File: config.mk
export PLATFORM = sky130hd
export DESIGN_NAME = regbank_v2
export DESIGN_NICKNAME = d
export VERILOG_FILES = /design/src/rtl/regbank_v2.sv
export SDC_FILE = /design/constraint.sdc
export NUM_CORES = 2
export LEC_CHECK = 0
export CORE_ASPECT_RATIO = 0.5
export CORE_MARGIN = 2
export CORE_UTILIZATION = 45
export CTS_CLUSTER_DIAMETER = 200
export DETAILED_ROUTE_END_ITERATION = 7
export HOLD_SLACK_MARGIN = 0.06
export PLACE_DENSITY = 0.7
export RECOVER_POWER = 100
export SLEW_MARGIN = 5
export SYNTH_ARGS = -nofsm -noshare
export SYNTH_HDL_FRONTEND = slang
export SYNTH_HIERARCHICAL = 1
export SYNTH_SLANG_ARGS = --single-unit
File: constraint.sdc
create_clock -name clk -period 50.6 [get_ports clk]
set_input_delay 5.06 -clock clk [delete_from_list [all_inputs] [get_ports clk]]
set_output_delay 5.06 -clock clk [all_outputs]
set_load 0.1 [all_outputs]
File: src/rtl/regbank_v2.sv
// Register file with two combinational read ports, one write port and a one-entry-per-cycle bulk-clear sweep.
// Optional macro REGBANK_WR_BYPASS_EN forwards the write data to a read port that addresses the same entry.

module regbank_v2_rdport #(
    parameter int DW       = 32,
    parameter int AW       = 5,
    parameter int ZERO_REG = 1
) (
    input  logic [DW-1:0] stored,
    input  logic [AW-1:0] sr,
    input  logic          fwd,
    input  logic [DW-1:0] wrData,
    output logic [DW-1:0] rd
);
    // The zero-register force wins over forwarding.
    always_comb begin
        if (ZERO_REG != 0 && sr == '0) rd = '0;
        else if (fwd)                  rd = wrData;
        else                           rd = stored;
    end
endmodule

module regbank_v2 #(
    parameter int DW       = 32,
    parameter int AW       = 5,
    parameter int ZERO_REG = 1
) (
    input  logic          clk,
    input  logic          rst,
    input  logic          wr_en,
    input  logic [AW-1:0] dr,
    input  logic [DW-1:0] wrData,
    input  logic [AW-1:0] sr1,
    input  logic [AW-1:0] sr2,
    output logic [DW-1:0] rdData1,
    output logic [DW-1:0] rdData2,
    input  logic          clr_req,
    output logic          clr_busy,
    output logic          clr_done,
    output logic          wr_drop
);
    localparam int DEPTH = 1 << AW;
    localparam int NRD   = 2;

    typedef enum logic {IDLE, CLEAR} state_t;

    state_t        state, state_nxt;
    logic [AW-1:0] ptr, ptr_nxt;
    logic          done_nxt;
    logic [DW-1:0] mem [DEPTH];
    logic          wr_ok;

    assign clr_busy = (state == CLEAR);
    assign wr_drop  = wr_en & (clr_busy | ((ZERO_REG != 0) && (dr == '0)));
    assign wr_ok    = wr_en & ~wr_drop;

    always_ff @(posedge clk or posedge rst) begin
        if (rst) begin
            state    <= IDLE;
            ptr      <= '0;
            clr_done <= 1'b0;
        end else begin
            state    <= state_nxt;
            ptr      <= ptr_nxt;
            clr_done <= done_nxt;
        end
    end

    always_comb begin
        state_nxt = state;
        ptr_nxt   = ptr;
        done_nxt  = 1'b0;
        case (state)
            IDLE: if (clr_req) begin
                state_nxt = CLEAR;
                ptr_nxt   = '0;
            end
            CLEAR: begin
                // Pointer wraps naturally to 0 after the last entry.
                ptr_nxt = ptr + 1'b1;
                if (ptr == AW'(DEPTH - 1)) begin
                    state_nxt = IDLE;
                    done_nxt  = 1'b1;
                end
            end
            default: state_nxt = IDLE;
        endcase
    end

    always_ff @(posedge clk or posedge rst) begin
        if (rst) begin
            for (int i = 0; i < DEPTH; i++) mem[i] <= '0;
        end else if (clr_busy) begin
            mem[ptr] <= '0;
        end else if (wr_ok) begin
            mem[dr] <= wrData;
        end
    end

    logic [NRD-1:0][AW-1:0] sr_v;
    logic [NRD-1:0][DW-1:0] rd_v;
    logic [NRD-1:0]         fwd_v;

    assign sr_v = {sr2, sr1};

    for (genvar p = 0; p < NRD; p++) begin : g_rd
`ifdef REGBANK_WR_BYPASS_EN
        assign fwd_v[p] = wr_ok && (dr == sr_v[p]);
`else
        assign fwd_v[p] = 1'b0;
`endif
        regbank_v2_rdport #(.DW(DW), .AW(AW), .ZERO_REG(ZERO_REG)) u_rd (
            .stored (mem[sr_v[p]]),
            .sr     (sr_v[p]),
            .fwd    (fwd_v[p]),
            .wrData (wrData),
            .rd     (rd_v[p])
        );
    end

    assign rdData1 = rd_v[0];
    assign rdData2 = rd_v[1];
endmodule

Word level (Yosys, flattened, before mapping)
Index checks and enable logic that the tools add are counted.
W data, S select, Z words.
{"block": "word_totals", "regBits": 1031, "input_bits": 51, "out_inout_bits": 67, "elab_cells": 83}
{"block": "op_classes", "add_sub_neg": 1, "order_cmp": 6, "eq_ne": 2, "muxes": 22, "bitwise_logic": 11, "reduce_logical": 6}
{"cell": "$mux W1024", "n": 2}
{"cell": "$and A1024 B1024 Y1024", "n": 1}
{"cell": "$bwmux W1024", "n": 1}
{"cell": "$not A1024 Y1024", "n": 1}
{"cell": "$bmux W32 S5", "n": 2}
{"cell": "$demux W32 S5", "n": 2}
{"cell": "$mux W32", "n": 8}
{"cell": "$ge A6 B6 Y1 const B", "n": 4}
{"cell": "$not A5 Y6", "n": 4}
{"cell": "$logic_not A5 Y1", "n": 3}
{"cell": "$lt A6 B1 Y1 const B", "n": 2}
{"cell": "$pmux W5 S2", "n": 1}
{"cell": "$add A5 B1 Y5 const B", "n": 1}
{"cell": "$eq A5 B5 Y1 const B", "n": 1}
{"cell": "$mux W5", "n": 1}
{"cell": "$mux W1", "n": 4}
{"cell": "$and A1 B1 Y1", "n": 2}
{"cell": "$logic_and A1 B1 Y1", "n": 2}
{"cell": "$ne A2 B2 Y1 const B", "n": 1}
{"cell": "$not A1 Y1", "n": 2}
{"cell": "$pmux W1 S2", "n": 1}
{"cell": "$reduce_bool A2 Y1", "n": 1}
{"cell": "$or A1 B1 Y1", "n": 1}

Longest topological paths before layout
{"block": "logic_depth", "depth_word": 8, "depth_mapped": 10}

Modules after synthesis
The synthesis kept the hierarchy.
{"module": "regbank_v2", "instances": 1, "cells_per_inst": 4795, "area_per_inst_um2": 54332.1, "seq_area_each_um2": 25799.7}
{"module": "regbank_v2_rdport", "instances": 2, "cells_per_inst": 76, "area_per_inst_um2": 585.6, "seq_area_each_um2": 0.0}

Least setup slack after synthesis
OpenSTA, ideal clock, no wires.
{"block": "synth_timing", "path_kind": "input-to-output", "start": "input port sr1[1]", "end": "output port rdData1[10]", "arrival_time_ps": 7758, "t_required_ps": 45540, "setup_slack_ps": 37782, "path_stages": 10, "cell_sequence": "buf_2 > buf_2 > buf_2 > buf_2 > mux2i_1 > a21oi_1 > nand3_1 > nand3_1 > mux2i_1 > a21oi_1"}
{"block": "synth_via", "elab_chain_cells": 5}
{"element": "start: declaration", "line": "33", "rtl": "input logic [AW-1:0] sr1,"}
{"element": "$not A5 Y6 (implied by the code)", "line": "113", "rtl": ".stored (mem[sr_v[p]]),"}
{"element": "$bmux W32 S5", "line": "113"}
{"element": "$mux W32 (implied by the code) (2 in a row)", "line": "113"}
{"element": "$mux W32 (*)", "line": "17", "rtl": "if (ZERO_REG != 0 && sr == '0) rd = '0;"}
{"element": "end: declaration", "line": "35", "rtl": "output logic [DW-1:0] rdData1,"}
Every way passes the cells marked *; elsewhere a longest branch is shown, timed or not. The select of a mux whose other input is x is not followed.

Worst setup path in the final report
{"block": "layout_timing", "start": "input port sr1[1]", "end": "output port rdData1[13]"}
Same word-level chain as after synthesis.

==> impl_metrics.json <==
{
  "outcome": "complete, but fails checks",
  "violations": "max-capacitance violations, max-slew violations",
  "grtUsageTotal": 0.3351,
  "ir_worst_vdd_v": 0.00002758,
  "tightest_slew_ns": 10.56,
  "period_needed_ns": 27.63,
  "grt_pass1_wl_um": 317000,
  "antenna_found_initial": 8,
  "fin_tns_setup_ns": 0,
  "wl_um": 217900,
  "synth_area_leader_cell": "dfrtp_1",
  "grt_pass1_vias": 46618,
  "dr_total_vias": 47398,
  "skew_ns": 0.01617,
  "synth_common_cells": "a22o_1, mux2i_1, dfrtp_1, a21oi_1, buf_2",
  "pin_count": 118,
  "crit_path_start_kind": "primary input",
  "hold_depth": 1,
  "slowest_delay_ns": 6.84,
  "drc_errors": 0,
  "cts_buffer_depth": 3,
  "routedWlPerCell_um": 33.80,
  "cts_setup_buffers": 0,
  "power.leakage_nw": 28.73,
  "ant_nets": 0,
  "grt_max_degree": 171,
  "cts_root_buf": "clkbuf_16",
  "ys_top_cells_by_area": "dfrtp_1, mux2i_1, a22o_1",
  "floorplan.initialDensity": 0.4518,
  "yosysMostFrequentCell": "a22o_1",
  "cp-end-kind": "output pin",
  "hold_viol_final": 0,
  "synth.distinct_cells": 46,
  "rsz0062_at_grt": "no",
  "slew_viol_final": 3822,
  "cts_buffers": 100,
  "avgSynthCellArea_sq_um": 11.22,
  "max_slew_margin": -6.043,
  "ys_seq_elements": 1031,
  "ys_seq_area_frac": 0.4648,
  "async_flop_share": 1.000,
  "hold_class": "flop to flop",
  "cts.clk_slew.worst_paths_ns": 0.06,
  "cp_max_fo": 125,
  "cap_violations": 86,
  "port-buffer-count": 117,
  "gp_congestion": 0.9242,
  "synth_edf_count": 0,
  "synth_area_sq_um": 55500,
  "cts_sinks": 1031,
  "clk_latency_ns": 0.72,
  "die_h_um": 252.3,
  "htreeDepth": 3,
  "grt-ovfl-total": 0,
  "synthFlopType": "dfrtp_1",
  "nets": 4797,
  "cp_common_cell": "clkbuf_1",
  "yosysTopAreaCellShare": 0.4648,
  "drtPass1Iterations": 8,
  "drtIter0Drc": 7499,
  "place_area_sq_um": 57880,
  "design_area_sq_um": 60760,
  "power_density_nw_per_um2": 37.05,
  "coreArea_sq_um": 122900,
  "postCtsHoldBufs": 0,
  "crit_type": "primary input to output pin",
  "cts_tree": "built",
  "syn_inst": 4947,
  "die_w_um": 500.7,
  "cp_cell_sequence": "buf_8, clkbuf_1, clkbuf_1, clkbuf_1, mux2i_1, a22oi_1, nand3_1, nand3_1, mux2i_1, a21oi_1, dlygate4sd3_1",
  "slowest_stage": "clkbuf_1",
  "dp_hpwl_um": 110900,
  "crit_required_ns": 45.54,
  "ys.warnings.count": 6,
  "setup_viol": 0,
  "vias_per_cell": 7.351,
  "syn2layout_area_growth_pct": 9.468,
  "post_cts_resized": 0,
  "drive_above_1_share": 0.06391,
  "ff2ff_path_depth": 7,
  "period_share": 0.5461,
  "dieArea_sq_um": 126300,
  "max_freq_mhz": 36.19,
  "cp_data_arrival_time_ns": 22.57,
  "row_count": 91
}
-- kinds of logic (layout without fill, tap and decap cells) --
kind of cell             Yosys count  in the layout  synth area share
other                              1              4        0.00006756
buffers and inverters            574            445           0.04635
AND/OR/NAND/NOR                  576            576           0.05390
adder cells (fa/ha/maj)            5              5          0.001127
multiplexers                    1089           1089            0.1964
XOR/XNOR                           2              2         0.0003157
flip-flops                      1031           1031            0.4648
AO/OA/AOI/OAI                   1669           1669            0.2370
-- placed cells by master, fill, tap and decap left out, drive strengths merged, types with 28 or more instances in the layout --
master,netlist,layout
a21oi,282,282
a22o,1120,1120
a22oi,192,192
a31oi,67,67
and2,40,40
buf,315,63
clkbuf,253,227
clkdlybuf4s50,0,49
dfrtp,1031,1031
dlygate4sd3,0,64
mux2i,1089,1089
nand2,202,202
nand3,197,197
nor2,28,28
nor3,77,77
-- area by class of cell --
cell class,instances,area (sq um)
repair buffers,259,1988
clock buffers,144,2908
multi-input cells,3343,27580
diodes,2,5.005
clock inverters,36,417.9
inverters,6,23.77
well taps,1627,2036
fillers,10630,62100
flip-flops and latches,1031,25800
-- metal layers --
metal,GRT usage,part of all wire,up-vias
met4,0.1536,0.056,12
met2,0.4704,0.41,3965
met1,0.4476,0.38,23974
li1,-,-,18551
met3,0.1385,0.16,896
met5,0.01218,0.0011,-
-- power breakdown --
part,leakage [nW],internal [W],total (W),switching [W]
Sequential,14.3,0.000898,0.000968,0.0000699
Combinational,12.7,0.000167,0.000502,0.000335
Clock,1.66,0.000440,0.000781,0.000341
-- path summary, 6_finish.rpt --
kind | start | to | slack [ns]
max in group asynchronous | rst | mem[888] | 26.04
max reg2reg | clr_busy | mem[468] | 43.07
min | mem[1016] | mem[1016] | 0.51
min in group asynchronous | rst | mem[715] | 6.56
min reg2reg | mem[1016] | mem[1016] | 0.51
max | sr1[1] | rdData1[13] | 22.97
-- metrics by stage --
| step | instances | power, W | hold WS (ns) | setup WS (ns) | utilization |
|---|---|---|---|---|---|
| floorplan | 4948 | 0.001281 | 0.4747 | 16.53 | - |
| CTS | 6446 | 0.002227 | 0.5123 | 34.68 | 0.4982 |
| global route | 6446 | 0.002307 | 0.5327 | 22.78 | 0.4945 |
| detailed placement | 6266 | 0.001457 | 0.4975 | 34.69 | 0.4711 |
| finish | 6448 | 0.002251 | 0.5147 | 22.97 | 0.4946 |
| global placement | 6266 | 0.001445 | 0.4905 | 34.70 | 0.4711 |
-- flip-flops by register name, indices dropped and copies added, names as in the netlist --
register / cells
clr_busy: 1
clr_done: 1
mem: 1024
ptr: 5
-- worst max-delay path, delay by kind of cell --
kind / cells / cell delay [ns]
mux: 2 / 0.64
compound gates: 2 / 0.93
simple gates: 2 / 0.41
buf+inv: 5 / 15.22
No activity file was read; power rests on OpenSTA's default activity.
